File: config.mk
export PLATFORM = sky130hd
export DESIGN_NAME = nes_multi_pad_reader
export DESIGN_NICKNAME = d
export VERILOG_FILES = /design/src/rtl/nes_multi_pad_reader.sv
export SDC_FILE = /design/constraint.sdc
export NUM_CORES = 1
export LEC_CHECK = 0
export CORE_MARGIN = 5
export CORE_UTILIZATION = 53
export CTS_CLUSTER_SIZE = 16
export DETAILED_ROUTE_END_ITERATION = 6
export PLACE_DENSITY = 0.79
export SYNTH_ARGS = -nofsm -noshare
export SYNTH_HDL_FRONTEND = slang
export SYNTH_SLANG_ARGS = --single-unit
File: constraint.sdc
create_clock -name clock -period 2.6 [get_ports clock]
set_input_delay 0.52 -clock clock [delete_from_list [all_inputs] [get_ports clock]]
set_output_delay 0.52 -clock clock [all_outputs]
set_load 0.03 [all_outputs]
File: src/rtl/nes_multi_pad_reader.sv
// Polls NUM_PADS NES/SNES serial controllers over one shared latch/pulse pair and
// publishes per-frame button state with one-cycle pressed/released event masks.
module nes_multi_pad_reader #(
  parameter int NUM_PADS  = 2,
  parameter int NUM_BITS  = 8,
  parameter int CLK_DIV   = 300,
  parameter int POLL_GAP  = 200000,
  parameter int AUTO_POLL = 1
) (
  input  logic                         clock,
  input  logic                         reset,
  input  logic [NUM_PADS-1:0]          data,
  input  logic                         start,
  output logic                         latch,
  output logic                         pulse,
  output logic [NUM_PADS*NUM_BITS-1:0] buttons,
  output logic [NUM_PADS*NUM_BITS-1:0] pressed,
  output logic [NUM_PADS*NUM_BITS-1:0] released,
  output logic                         valid,
  output logic                         busy
);

  localparam int PW = (2 * CLK_DIV > 2) ? $clog2(2 * CLK_DIV) : 1;
  localparam int BW = (NUM_BITS > 2) ? $clog2(NUM_BITS) : 1;
  localparam int GW = (POLL_GAP > 1) ? $clog2(POLL_GAP) : 1;

  localparam logic [PW-1:0] LATCH_LAST = PW'(2 * CLK_DIV - 1);
  localparam logic [PW-1:0] HALF_LAST  = PW'(CLK_DIV - 1);
  localparam logic [BW-1:0] LAST_BIT   = BW'(NUM_BITS - 1);
  localparam logic [GW-1:0] GAP_LAST   = GW'(POLL_GAP - 1);

  typedef enum logic [2:0] {
    S_IDLE,
    S_LATCH,
    S_LOW,
    S_HIGH,
    S_DONE
  } state_t;

  state_t state, next_state;

  logic [PW-1:0] phase;
  logic [BW-1:0] bit_cnt;
  logic [GW-1:0] gap;
  logic          phase_end;
  logic          latch_d, pulse_d, busy_d;

  logic [NUM_PADS-1:0][NUM_BITS-1:0] shadow;

  always_comb begin
    phase_end = 1'b0;
    case (state)
      S_LATCH:      phase_end = (phase == LATCH_LAST);
      S_LOW, S_HIGH: phase_end = (phase == HALF_LAST);
      default:      phase_end = 1'b0;
    endcase
  end

  // State register and the phase/bit/gap counters that pace it.
  always_ff @(posedge clock) begin
    if (reset) begin
      state   <= S_IDLE;
      phase   <= '0;
      bit_cnt <= '0;
      gap     <= '0;
    end else begin
      state <= next_state;
      if (next_state != state || state == S_IDLE) begin
        phase <= '0;
      end else begin
        phase <= phase + 1'b1;
      end
      if (state == S_IDLE && next_state == S_IDLE) begin
        gap <= gap + 1'b1;
      end else begin
        gap <= '0;
      end
      if (state == S_LATCH && phase_end) begin
        bit_cnt <= BW'(1);
      end else if (state == S_HIGH && phase_end && bit_cnt != LAST_BIT) begin
        bit_cnt <= bit_cnt + 1'b1;
      end
    end
  end

  always_comb begin
    next_state = state;
    case (state)
      S_IDLE: begin
        if (AUTO_POLL != 0) begin
          if (gap == GAP_LAST) next_state = S_LATCH;
        end else if (start) begin
          next_state = S_LATCH;
        end
      end
      S_LATCH: if (phase_end) next_state = (NUM_BITS == 1) ? S_DONE : S_LOW;
      S_LOW:   if (phase_end) next_state = S_HIGH;
      S_HIGH:  if (phase_end) next_state = (bit_cnt == LAST_BIT) ? S_DONE : S_LOW;
      S_DONE:  next_state = S_IDLE;
      default: next_state = S_IDLE;
    endcase
  end

  // Outputs are decoded from next_state so the registered pins line up with state.
  always_comb begin
    latch_d = (next_state == S_LATCH);
    pulse_d = (next_state == S_HIGH);
    busy_d  = (next_state != S_IDLE);
  end

  always_ff @(posedge clock) begin
    if (reset) begin
      latch <= 1'b0;
      pulse <= 1'b0;
      busy  <= 1'b0;
    end else begin
      latch <= latch_d;
      pulse <= pulse_d;
      busy  <= busy_d;
    end
  end

  // Shadow capture; every bit is rewritten each frame so a partial frame needs no clear.
  always_ff @(posedge clock) begin
    if (state == S_LATCH && phase_end) begin
      for (int p = 0; p < NUM_PADS; p++) shadow[p][0] <= ~data[p];
    end else if (state == S_HIGH && phase_end) begin
      for (int p = 0; p < NUM_PADS; p++) shadow[p][bit_cnt] <= ~data[p];
    end
  end

  always_ff @(posedge clock) begin
    if (reset) begin
      buttons  <= '0;
      pressed  <= '0;
      released <= '0;
      valid    <= 1'b0;
    end else if (state == S_DONE) begin
      buttons  <= shadow;
      pressed  <= shadow & ~buttons;
      released <= ~shadow & buttons;
      valid    <= 1'b1;
    end else begin
      pressed  <= '0;
      released <= '0;
      valid    <= 1'b0;
    end
  end

endmodule

==> implementation parameters, run 1 <==
Parameter                              Value

Floorplanning
  Width of the chip    94.6 um
  Full die area    0.00896 mm^2
  Starting density of the core    0.553
  I/O pins    57
  Placeable core region    0.00687 mm^2
  Number of rows created at floorplan    30
  Vertical die dimension    94.6 um

Timing
  Worst setup margin    0.428 ns
  Number of failing hold endpoints at the final stage    0
  Fmax    460 MHz
  Post-route minimum period    2.17 ns
  Sum Neg Setup Slack    0 ns
  Worst slew margin    0.623
  Number of setup violations in the final report    0
  Post-Route Skew    0.00864 ns
  Measured slew at the worst slew-check pin    0.565 ns
  Setup repair after global routing missed its margin    no
  Final worst-path cycle share    0.835
  Total count of max-transition violations in the final report    0

Detailed routing
  Routed wire per std cell    12.8 um
  Via count    2768
  Final routed wirelength across all metal layers    6860 um
  DRC violation count after routing    0
  Vias per cell    5.18
  Antenna-violating nets left    0
  Length of the first detailed-routing pass in iterations    4
  Number of DRC markers in iteration 0    139

Synth
  Seq/Total Area, Yosys    0.580
  Share of flip-flops with an asynchronous set or reset after synthesis    0
  Cell area after synthesis    0.00380 mm^2
  Number of enable-type register cells in the synthesized netlist    16
  Most frequent cell after synthesis    dfxtp_1
  Area share of the largest cell type after synthesis    0.453
  Most area-consuming cells after synthesis    dfxtp_1, edfxtp_1, nor3b_1
  Register bit total from synthesis    102
  Unique cell type count in the Yosys netlist    42
  Cells after Synth    379
  Cell type with the highest aggregate area in the netlist    dfxtp_1
  Net count after synthesis    388
  Total number of yosys warnings    0
  Post-synthesis average cell area    10.0 um^2
  Commonest cells in the synthesized netlist    dfxtp_1, nand2_1, nor2_1, nor3b_1, a21oi_1
  Main flop type after synthesis    dfxtp_1

Critical path
  Required time of the critical path    2.62 ns
  Class of the most critical setup path    flip-flop to flip-flop
  Setup crit start kind    flip-flop
  Cell breakdown of the critical path    ha_1, nand3b_1, or4_1, nor3_1
  Largest stage delay on the critical path    0.62 ns
  Data arrival time at the worst-slack endpoint    2.19 ns
  Critical path's slowest cell    or4_1
  Endpoint class of the critical path    flip-flop
  Biggest fanout along the worst timing path    8

CTS
  Clock buffer count from CTS    9
  TritonCTS clock tree    done
  Cts-stage hold buffer count    0
  Sink Count    102
  Clk Latency, worst-skew pair    0.35 ns
  Clock Pin Slew Worst Setup and Hold Paths    0.09 ns
  Post-cts gate resize count    0
  Maximum count of clock buffers along a single path    2
  Postcts setup bufs    0
  Root cell of the clock tree    clkbuf_8
  # H-tree levels    3

Pwr
  Internal    1970 uW
  Combinational group share of total power    0.012
  Power spent charging and discharging nets    550 uW
  Sw Ratio    0.218
  Clock power frac    0.350
  Ratio of total power to cell area    549 mW/mm^2
  Part of the total power dissipated in sequential elements    0.638
  VDD IR max    310 uV
  Static leakage    0.00153 uW

Layout
  Ratio of cells with drive above 1 in the final layout    0.0639
  Non-filler instance count after layout    534
  Fraction of the core area covered by cells at the end of the flow    0.669
  Number of antenna cells inserted    0
  Fill count    564
  Area of all placed cells without fillers    0.00459 mm^2
  Syn-to-layout area delta    21.0%
  Nets@finish    442

Global routing
  Initial antenna violation count    0
  Gr ovfl total    0
  Pin count of the biggest net entering global routing    28
  Overall track demand over capacity in global routing    0.164
  Wire length of the first global-routing pass    11800 um
  Vias in the first global route    2531

Place
  Dpl cell area    0.00442 mm^2
  Placed instance count    518
  Number of port buffers    55
  Placer Congestion    0.866
  Setup slack at placement    0.309 ns
  Post-detail-place hpwl    4980 um

Status
  Run status    completed

Flow run
  Max Cap Violations    0

Min path
  Path category of the worst min-delay check    flip-flop to flip-flop
layout make-up:
cell class                      count  area, um^2  share of cell area
Multi-Input combinational cell    249        1460               0.318
Clock inverter                      6        46.3              0.0101
Sequential cell                   102        2200               0.479
Tap cell                           96         120              0.0262
Clock buffer                       10         128              0.0278
Inverter                           12        45.0             0.00981
Timing Repair Buffer               59         593               0.129
worst max-delay path, delay by kind of cell (launching register included):
| family | cells | cell delay (ns) |
|---|---|---|
| adders and majority gates | 1 | 0.31 |
| and+or+nand+nor | 3 | 1.16 |
| DFF | 1 | 0.38 |
per-stage QoR:
| stage | hold slack, ns | power (uW) |
|---|---|---|
| after floorplan | 0.426 | 1660 |
| after global placement | 0.436 | 1670 |
| after detailed placement | 0.454 | 1670 |
| after CTS | 0.469 | 2540 |
| after global routing | 0.488 | 2630 |
| final | 0.470 | 2520 |
cell usage in the layout, fill, tap and decap left out, types with 2 or more instances in the layout:
| cell | instances |
|---|---|
| dfxtp_1 | 86 |
| clkdlybuf4s50_1 | 55 |
| nand2_1 | 47 |
| nor2_1 | 35 |
| nor3b_1 | 32 |
| a21oi_1 | 27 |
| edfxtp_1 | 16 |
| xnor2_1 | 13 |
| nor3_1 | 12 |
| inv_1 | 12 |
| nand3_1 | 11 |
| clkbuf_8 | 9 |
| nor4_1 | 8 |
| o21ai_0 | 8 |
| or3_1 | 6 |
| nand2b_1 | 5 |
| nand4_1 | 5 |
| xor2_1 | 5 |
| and3_1 | 4 |
| ha_1 | 4 |
| or4_1 | 3 |
| or2_2 | 3 |
| buf_4 | 3 |
| or4b_2 | 2 |
| a31oi_1 | 2 |
| a2111o_1 | 2 |
| clkinvlp_4 | 2 |
final timing paths:
| check | start | end | slack, ns | cells after the start |
|---|---|---|---|---|
| worst max-delay path | phase[0] | shadow[9] | 0.43 | 4 |
| worst min-delay path | buttons[4] | pressed[4] | 0.47 | 1 |
| worst max register to register | phase[0] | shadow[9] | 0.43 | 4 |
| worst min register to register | buttons[4] | pressed[4] | 0.47 | 1 |
power groups by stage:
| stage | logic, uW | clock network (uW) | registers [uW] |
|---|---|---|---|
| after global routing | 33.3 | 984 | 1610 |
| after CTS | 30.5 | 903 | 1610 |
| after global placement | 29.9 | 0 | 1640 |
| final | 30.3 | 883 | 1610 |
| after detailed placement | 30.7 | 0 | 1640 |
| after floorplan | 21.7 | 0 | 1640 |
registers in the layout, indices dropped and copies added (netlist names):
register / flops
bit_cnt: 3
latch: 1
released: 16
shadow: 16
state: 3
gap: 18
busy: 1
phase: 10
pulse: 1
valid: 1
buttons: 16
pressed: 16
kinds of logic (layout without fill, tap and decap cells):
logic type                 after synthesis  after routing  share of synthesized area
DFF                                    102            102                      0.580
and+or+nand+nor                        181            181                      0.259
AOI/OAI and AO/OA                       46             46                     0.0708
xor gates and xnor gates                18             18                     0.0415
buffers and inverters                   28             87                     0.0359
adders and majority gates                4              4                     0.0132
routing by layer:
layer | vias up | share of wire | GRT usage
li1 | 1431 | - | -
met1 | 1284 | 0.45 | 0.212
met2 | 51 | 0.50 | 0.274
met3 | 2 | 0.043 | 0.0359
met4 | 0 | 0.0029 | 0.0481
met5 | - | 0 | 0
(Power assumes the default switching activity.)
==> run 2: changes to the inputs <==
--- a/config.mk
+++ b/config.mk
@@ -6,10 +6,10 @@
 export NUM_CORES = 1
 export LEC_CHECK = 0
 export CORE_MARGIN = 5
-export CORE_UTILIZATION = 53
+export CORE_UTILIZATION = 48
 export CTS_CLUSTER_SIZE = 16
 export DETAILED_ROUTE_END_ITERATION = 6
-export PLACE_DENSITY = 0.79
+export PLACE_DENSITY = 0.76
 export SYNTH_ARGS = -nofsm -noshare
 export SYNTH_HDL_FRONTEND = slang
 export SYNTH_SLANG_ARGS = --single-unit
==> constraint.sdc (replaced) <==
create_clock -name clock -period 1.8 [get_ports clock]
set_input_delay 0.36 -clock clock [delete_from_list [all_inputs] [get_ports clock]]
set_output_delay 0.36 -clock clock [all_outputs]
set_load 0.03 [all_outputs]
==> implementation parameters, run 2 (synthesized netlist as in run 1, its figures left out) <==
Parameter                              Value

Status
  Run status    finished with violations
  Violations in the final reports    setup timing

Detailed routing
  Routed wire per std cell    13.9 um (+8.3%)
  Via count    3013 (+8.9%)
  Length of the first detailed-routing pass in iterations    4 (unchanged)
  DRC violation count after routing    0 (unchanged)
  Final routed wirelength across all metal layers    8170 um (+19%)
  Number of DRC markers in iteration 0    81 (-42%)
  Antenna-violating nets left    0 (unchanged)
  Vias per cell    5.13 (-0.98%)

Timing
  Setup repair after global routing missed its margin    yes
  Fmax    537 MHz (+17%)
  Final worst-path cycle share    1.04 (+0.200)
  Post-route minimum period    1.86 ns (-0.308 ns)
  Number of setup violations in the final report    7 (+7)
  Measured slew at the worst slew-check pin    0.541 ns (-0.0239 ns)
  Post-Route Skew    0.0110 ns (+0.00234 ns)
  Worst slew margin    0.638 (+0.0151)
  Worst setup margin    -0.0636 ns (-0.492 ns)
  Total count of max-transition violations in the final report    0 (unchanged)
  Number of failing hold endpoints at the final stage    0 (unchanged)

Layout
  Fill count    590 (+4.6%)
  Nets@finish    489 (+11%)
  Fraction of the core area covered by cells at the end of the flow    0.667 (-0.00141)
  Most common cell after layout, fill and taps aside    dfxtp_1
  Largest reg by FF count    gap
  Commonest cells after routing, fill and taps aside    dfxtp_1, buf_4, nand2_1
  Number of flip-flops under the largest register name    18 (unchanged)
  Ratio of cells with drive above 1 in the final layout    0.221 (+0.157)
  Syn-to-layout area delta    35.8%
  Number of antenna cells inserted    0 (unchanged)

CTS
  Cts-stage hold buffer count    0 (unchanged)
  Clk Latency, worst-skew pair    0.37 ns (+0.02 ns)
  Sink Count    102 (unchanged)
  Clock Pin Slew Worst Setup and Hold Paths    0.11 ns (+0.02 ns)
  Root cell of the clock tree    clkbuf_8
  # H-tree levels    3 (unchanged)
  Clock buffer count from CTS    9 (unchanged)
  Maximum count of clock buffers along a single path    2 (unchanged)
  TritonCTS clock tree    done

Critical path
  Critical path's slowest cell    or4_4
  Data arrival time at the worst-slack endpoint    1.93 ns (-0.26 ns)
  Worst Path Buf+Inv    1 (+1)
  R2R setup slack    -0.06 ns (-0.49 ns)
  Critical Path Sink    shadow[1]
  Endpoint class of the critical path    flip-flop
  Class of the most critical setup path    flip-flop to flip-flop
  Gate family responsible for the most delay along the worst path    simple AND/OR/NAND/NOR gates
  Largest stage delay on the critical path    0.52 ns (-0.10 ns)
  WP depth    4 (unchanged)
  Worst setup startpoint    phase[9]
  Setup crit start kind    flip-flop
  Beginning of the worst register-to-register path    phase[9]
  Worst reg2reg path endpoint    shadow[1]
  Biggest fanout along the worst timing path    3 (-5)
  Required time of the critical path    1.87 ns (-0.75 ns)
  Cell breakdown of the critical path    or3_4, or4_4, buf_4, nor3_4
  Worst reg2reg path depth    4 (unchanged)

Pwr
  VDD IR max    424 uV (+37%)
  Ratio of total power to cell area    753 mW/mm^2 (+37%)
  Static leakage    0.00188 uW (+23%)
  Overall Power    3880 uW (+54%)

Min path
  Path category of the worst min-delay check    flip-flop to flip-flop
  Hold wc startpoint    buttons[9]

Flow run
  Max Cap Violations    0 (unchanged)

Floorplanning
  Full die area    0.00979 mm^2 (+9.3%)
  I/O pins    57 (unchanged)
  Vertical die dimension    98.9 um (+4.5%)
  Number of rows created at floorplan    32 (+6.7%)
  Width of the chip    98.9 um (+4.5%)
  Placeable core region    0.00773 mm^2 (+12%)
  Starting density of the core    0.491 (-0.0614)

Global routing
  Gr ovfl total    0 (unchanged)
  Wire length of the first global-routing pass    12900 um (+9.1%)
  Vias in the first global route    2815 (+11%)
  Pin count of the biggest net entering global routing    21 (-25%)
  Initial antenna violation count    0 (unchanged)
  Overall track demand over capacity in global routing    0.161 (-0.00242)

Place
  Post-detail-place hpwl    5640 um (+13%)
  Placer Congestion    0.809 (-6.5%)
  Setup slack at placement    -0.261 ns (-0.569 ns)
  Number of port buffers    55 (unchanged)
[run 2: per-stage QoR]
stage	hold slack [ns]	area (um^2)	setup TNS [ns]	cells
after floorplan	0.430	3860	-0.149	379
final	0.464	5160	-0.360	587
after CTS	0.440	5060	-0.349	586
after global routing	0.467	5160	-0.976	587
after global placement	0.444	4760	-3.80	563
after detailed placement	0.451	4760	-4.55	563
[run 2: metal layers]
layer	global-route usage	wire length, um	up-vias
met4	0.0714	136	0
met5	0	0	-
met1	0.170	3330	1396
li1	-	-	1522
met3	0.0311	405	17
met2	0.306	4290	78
[run 2: layout make-up]
type | count | area, um^2 | share of cell area
repair buffers | 106 | 925 | 0.179
clock buffers | 10 | 149 | 0.0289
flip-flops and latches | 102 | 2220 | 0.430
well taps | 102 | 128 | 0.0248
clock inverters | 6 | 72.6 | 0.0141
multi-input cells | 249 | 1620 | 0.314
inverters | 12 | 45.0 | 0.00874
[run 2: what timing repair did]
action / in CTS / in global routing
pin swaps: 8 / 6
buffers inserted: 7 / 1
gates resized for setup: 26 / 25
setup endpoints to repair: 42 / 43
[run 2: worst min-delay path by stage]
stage / to / slack (ns) / cells past startpoint
after floorplan: gap[0] / 0.43 / 1
after global placement: gap[0] / 0.44 / 1
after detailed placement: released[14] / 0.45 / 1
after CTS: gap[0] / 0.44 / 1
after global routing: released[10] / 0.47 / 1
final: pressed[9] / 0.46 / 1
[run 2: power by group]
group          switching [uW]  leakage, uW  total (uW)  internal (uW)
Clock                     862     0.000112        1500            637
Sequential               7.53     0.000841        2320           2310
Combinational            32.2     0.000929        60.0           27.8
Total                     902      0.00188        3880           2980
==> run 3: changes to the inputs <==
--- a/config.mk
+++ b/config.mk
@@ -5,11 +5,13 @@
 export SDC_FILE = /design/constraint.sdc
 export NUM_CORES = 1
 export LEC_CHECK = 0
+export CELL_PAD_IN_SITES_DETAIL_PLACEMENT = 1
+export CELL_PAD_IN_SITES_GLOBAL_PLACEMENT = 1
 export CORE_MARGIN = 5
-export CORE_UTILIZATION = 48
+export CORE_UTILIZATION = 37
 export CTS_CLUSTER_SIZE = 16
 export DETAILED_ROUTE_END_ITERATION = 6
-export PLACE_DENSITY = 0.76
+export PLACE_DENSITY = 0.75
 export SYNTH_ARGS = -nofsm -noshare
 export SYNTH_HDL_FRONTEND = slang
 export SYNTH_SLANG_ARGS = --single-unit
==> implementation parameters, run 3 (synthesized netlist as in run 1, its figures left out) <==
Parameter                              Value

Timing
  Post-Route Skew    0.0112 ns (+0.000273 ns)
  Post-route minimum period    1.84 ns (-0.0266 ns)
  Number of failing hold endpoints at the final stage    0 (unchanged)
  Total count of max-transition violations in the final report    0 (unchanged)
  Fmax    544 MHz (+1.4%)
  Number of setup violations in the final report    9 (+2)
  Measured slew at the worst slew-check pin    0.443 ns (-0.0983 ns)
  Setup repair after global routing missed its margin    yes
  Final worst-path cycle share    1.02 (-0.0148)
  Worst setup margin    -0.0370 ns (+0.0266 ns)
  Worst slew margin    0.704 (+0.0660)

CTS
  # H-tree levels    3 (unchanged)
  Maximum count of clock buffers along a single path    2 (unchanged)
  Clk Latency, worst-skew pair    0.37 ns (about the same)
  Sink Count    102 (unchanged)
  Root cell of the clock tree    clkbuf_8
  Clock buffer count from CTS    9 (unchanged)
  TritonCTS clock tree    done
  Clock Pin Slew Worst Setup and Hold Paths    0.10 ns (about the same)

Floorplanning
  Number of rows created at floorplan    37 (+16%)
  Placeable core region    0.0102 mm^2 (+32%)
  Starting density of the core    0.373 (-0.119)
  Full die area    0.0124 mm^2 (+27%)
  Vertical die dimension    111 um (+12%)
  Width of the chip    111 um (+12%)
  I/O pins    57 (unchanged)

Global routing
  Pin count of the biggest net entering global routing    34 (+62%)
  Vias in the first global route    3379 (+20%)
  Wire length of the first global-routing pass    16500 um (+28%)
  Initial antenna violation count    0 (unchanged)
  Gr ovfl total    0 (unchanged)
  Overall track demand over capacity in global routing    0.163 (+0.00169)

Pwr
  Ratio of total power to cell area    698 mW/mm^2 (-7.2%)
  VDD IR max    444 uV (+4.9%)
  Static leakage    0.00199 uW (+5.6%)
  Internal    2910 uW (-2.2%)
  Sw Ratio    0.228 (-0.00388)
  Power spent charging and discharging nets    863 uW (-4.3%)
  Part of the total power dissipated in sequential elements    0.615 (+0.017)
  Combinational group share of total power    0.023 (+0.008)
  Clock power frac    0.362 (-0.024)

Place
  Setup slack at placement    -0.275 ns (-0.0144 ns)
  Post-detail-place hpwl    7030 um (+25%)
  Number of port buffers    55 (unchanged)
  Placed instance count    606 (+7.6%)
  Placer Congestion    0.782 (-3.3%)

Critical path
  Cell breakdown of the critical path    ha_4, nand4_1, buf_4, or4_4, or3_1, a21oi_2
  Gate family responsible for the most delay along the worst path    simple AND/OR/NAND/NOR gates
  Required time of the critical path    2.10 ns (+0.23 ns)
  Data arrival time at the worst-slack endpoint    2.14 ns (+0.21 ns)
  Worst Path Buf+Inv    1 (unchanged)
  Endpoint class of the critical path    flip-flop
  R2R setup slack    -0.04 ns (+0.03 ns)
  Biggest fanout along the worst timing path    3 (unchanged)
  Setup crit start kind    flip-flop
  Largest stage delay on the critical path    0.43 ns (-0.09 ns)
  Critical path's slowest cell    or4_4
  Class of the most critical setup path    flip-flop to flip-flop

Layout
  Syn-to-layout area delta    42.4%
  Largest reg by FF count    gap
  Commonest cells after routing, fill and taps aside    dfxtp_1, buf_4, nand2_1
  Number of antenna cells inserted    0 (unchanged)
  Fill count    1150 (+95%)
  Ratio of cells with drive above 1 in the final layout    0.271 (+0.0503)
  Most common cell after layout, fill and taps aside    dfxtp_1
  Non-filler instance count after layout    638 (+8.7%)
  Nets@finish    506 (+3.5%)
  Number of flip-flops under the largest register name    18 (unchanged)

Flow run
  Max Cap Violations    0 (unchanged)

Detailed routing
  Routed wire per std cell    16.3 um (+17%)
  Vias per cell    4.95 (-3.5%)
  Via count    3159 (+4.8%)
  Antenna-violating nets left    0 (unchanged)
  DRC violation count after routing    0 (unchanged)
  Number of DRC markers in iteration 0    81 (unchanged)
  Length of the first detailed-routing pass in iterations    4 (unchanged)
  Final routed wirelength across all metal layers    10400 um (+28%)

Status
  Run status    finished with violations
  Violations in the final reports    setup timing

Min path
  Path category of the worst min-delay check    flip-flop to flip-flop
-- run 3: cell types whose count changed in the layout (fill, tap and decap cells not counted), sizes merged --
cell,change
clkbuf,+2
buf,+16
dlymetal6s2s,+1
inv,-1
clkdlybuf4s50,-1
-- run 3: power groups by stage --
stage / Combinational [uW] / Sequential (uW) / Clock, uW
final: 88.4 / 2320 / 1370
after global routing: 97.0 / 2320 / 1520
after CTS: 63.9 / 2320 / 1390
after detailed placement: 62.3 / 2370 / 0
after global placement: 58.8 / 2370 / 0
after floorplan: 31.4 / 2370 / 0
-- run 3: final timing paths --
| check | from | endpoint | cells past startpoint |
|---|---|---|---|
| max | gap[0] | gap[14] | 6 |
| min reg2reg | buttons[15] | pressed[15] | 1 |
| min | buttons[15] | pressed[15] | 1 |
| max reg2reg | gap[0] | gap[14] | 6 |
-- run 3: routing by layer --
metal,vias to the layer above,part of all wire,track usage,wire length (um)
met5,-,0,0,0
met4,0,0.013,0.0479,132
met3,13,0.029,0.0366,305
met2,52,0.56,0.318,5860
met1,1540,0.39,0.173,4110
li1,1554,-,-,-
-- run 3: cell type report --
class,count,area (um^2),share of cell area
clock buffer,11,141,0.0261
clock inverter,5,41.3,0.00763
inverter,12,45.0,0.00833
multi-input combinational,249,1690,0.313
sequential,102,2210,0.409
tap,136,170,0.0315
timing repair buffer,123,1100,0.204
-- run 3: through the flow --
step	total power [uW]	hold WS, ns	util	area [um^2]	setup TNS [ns]
final	3780	0.467	0.531	5410	-0.140
after global routing	3940	0.484	0.531	5410	-2.06
after CTS	3780	0.470	0.508	5170	-0.0687
after detailed placement	2440	0.454	0.480	4890	-5.43
after global placement	2430	0.451	0.480	4890	-4.31
after floorplan	2400	0.430	-	3860	-0.149
-- run 3: what timing repair did --
item	4_1_cts	5_1_grt
setup endpoints to repair	63	48
pin swaps	5	9
hold buffers	0	0
buffers inserted	7	8
gates cloned	0	2
gates resized for setup	33	39
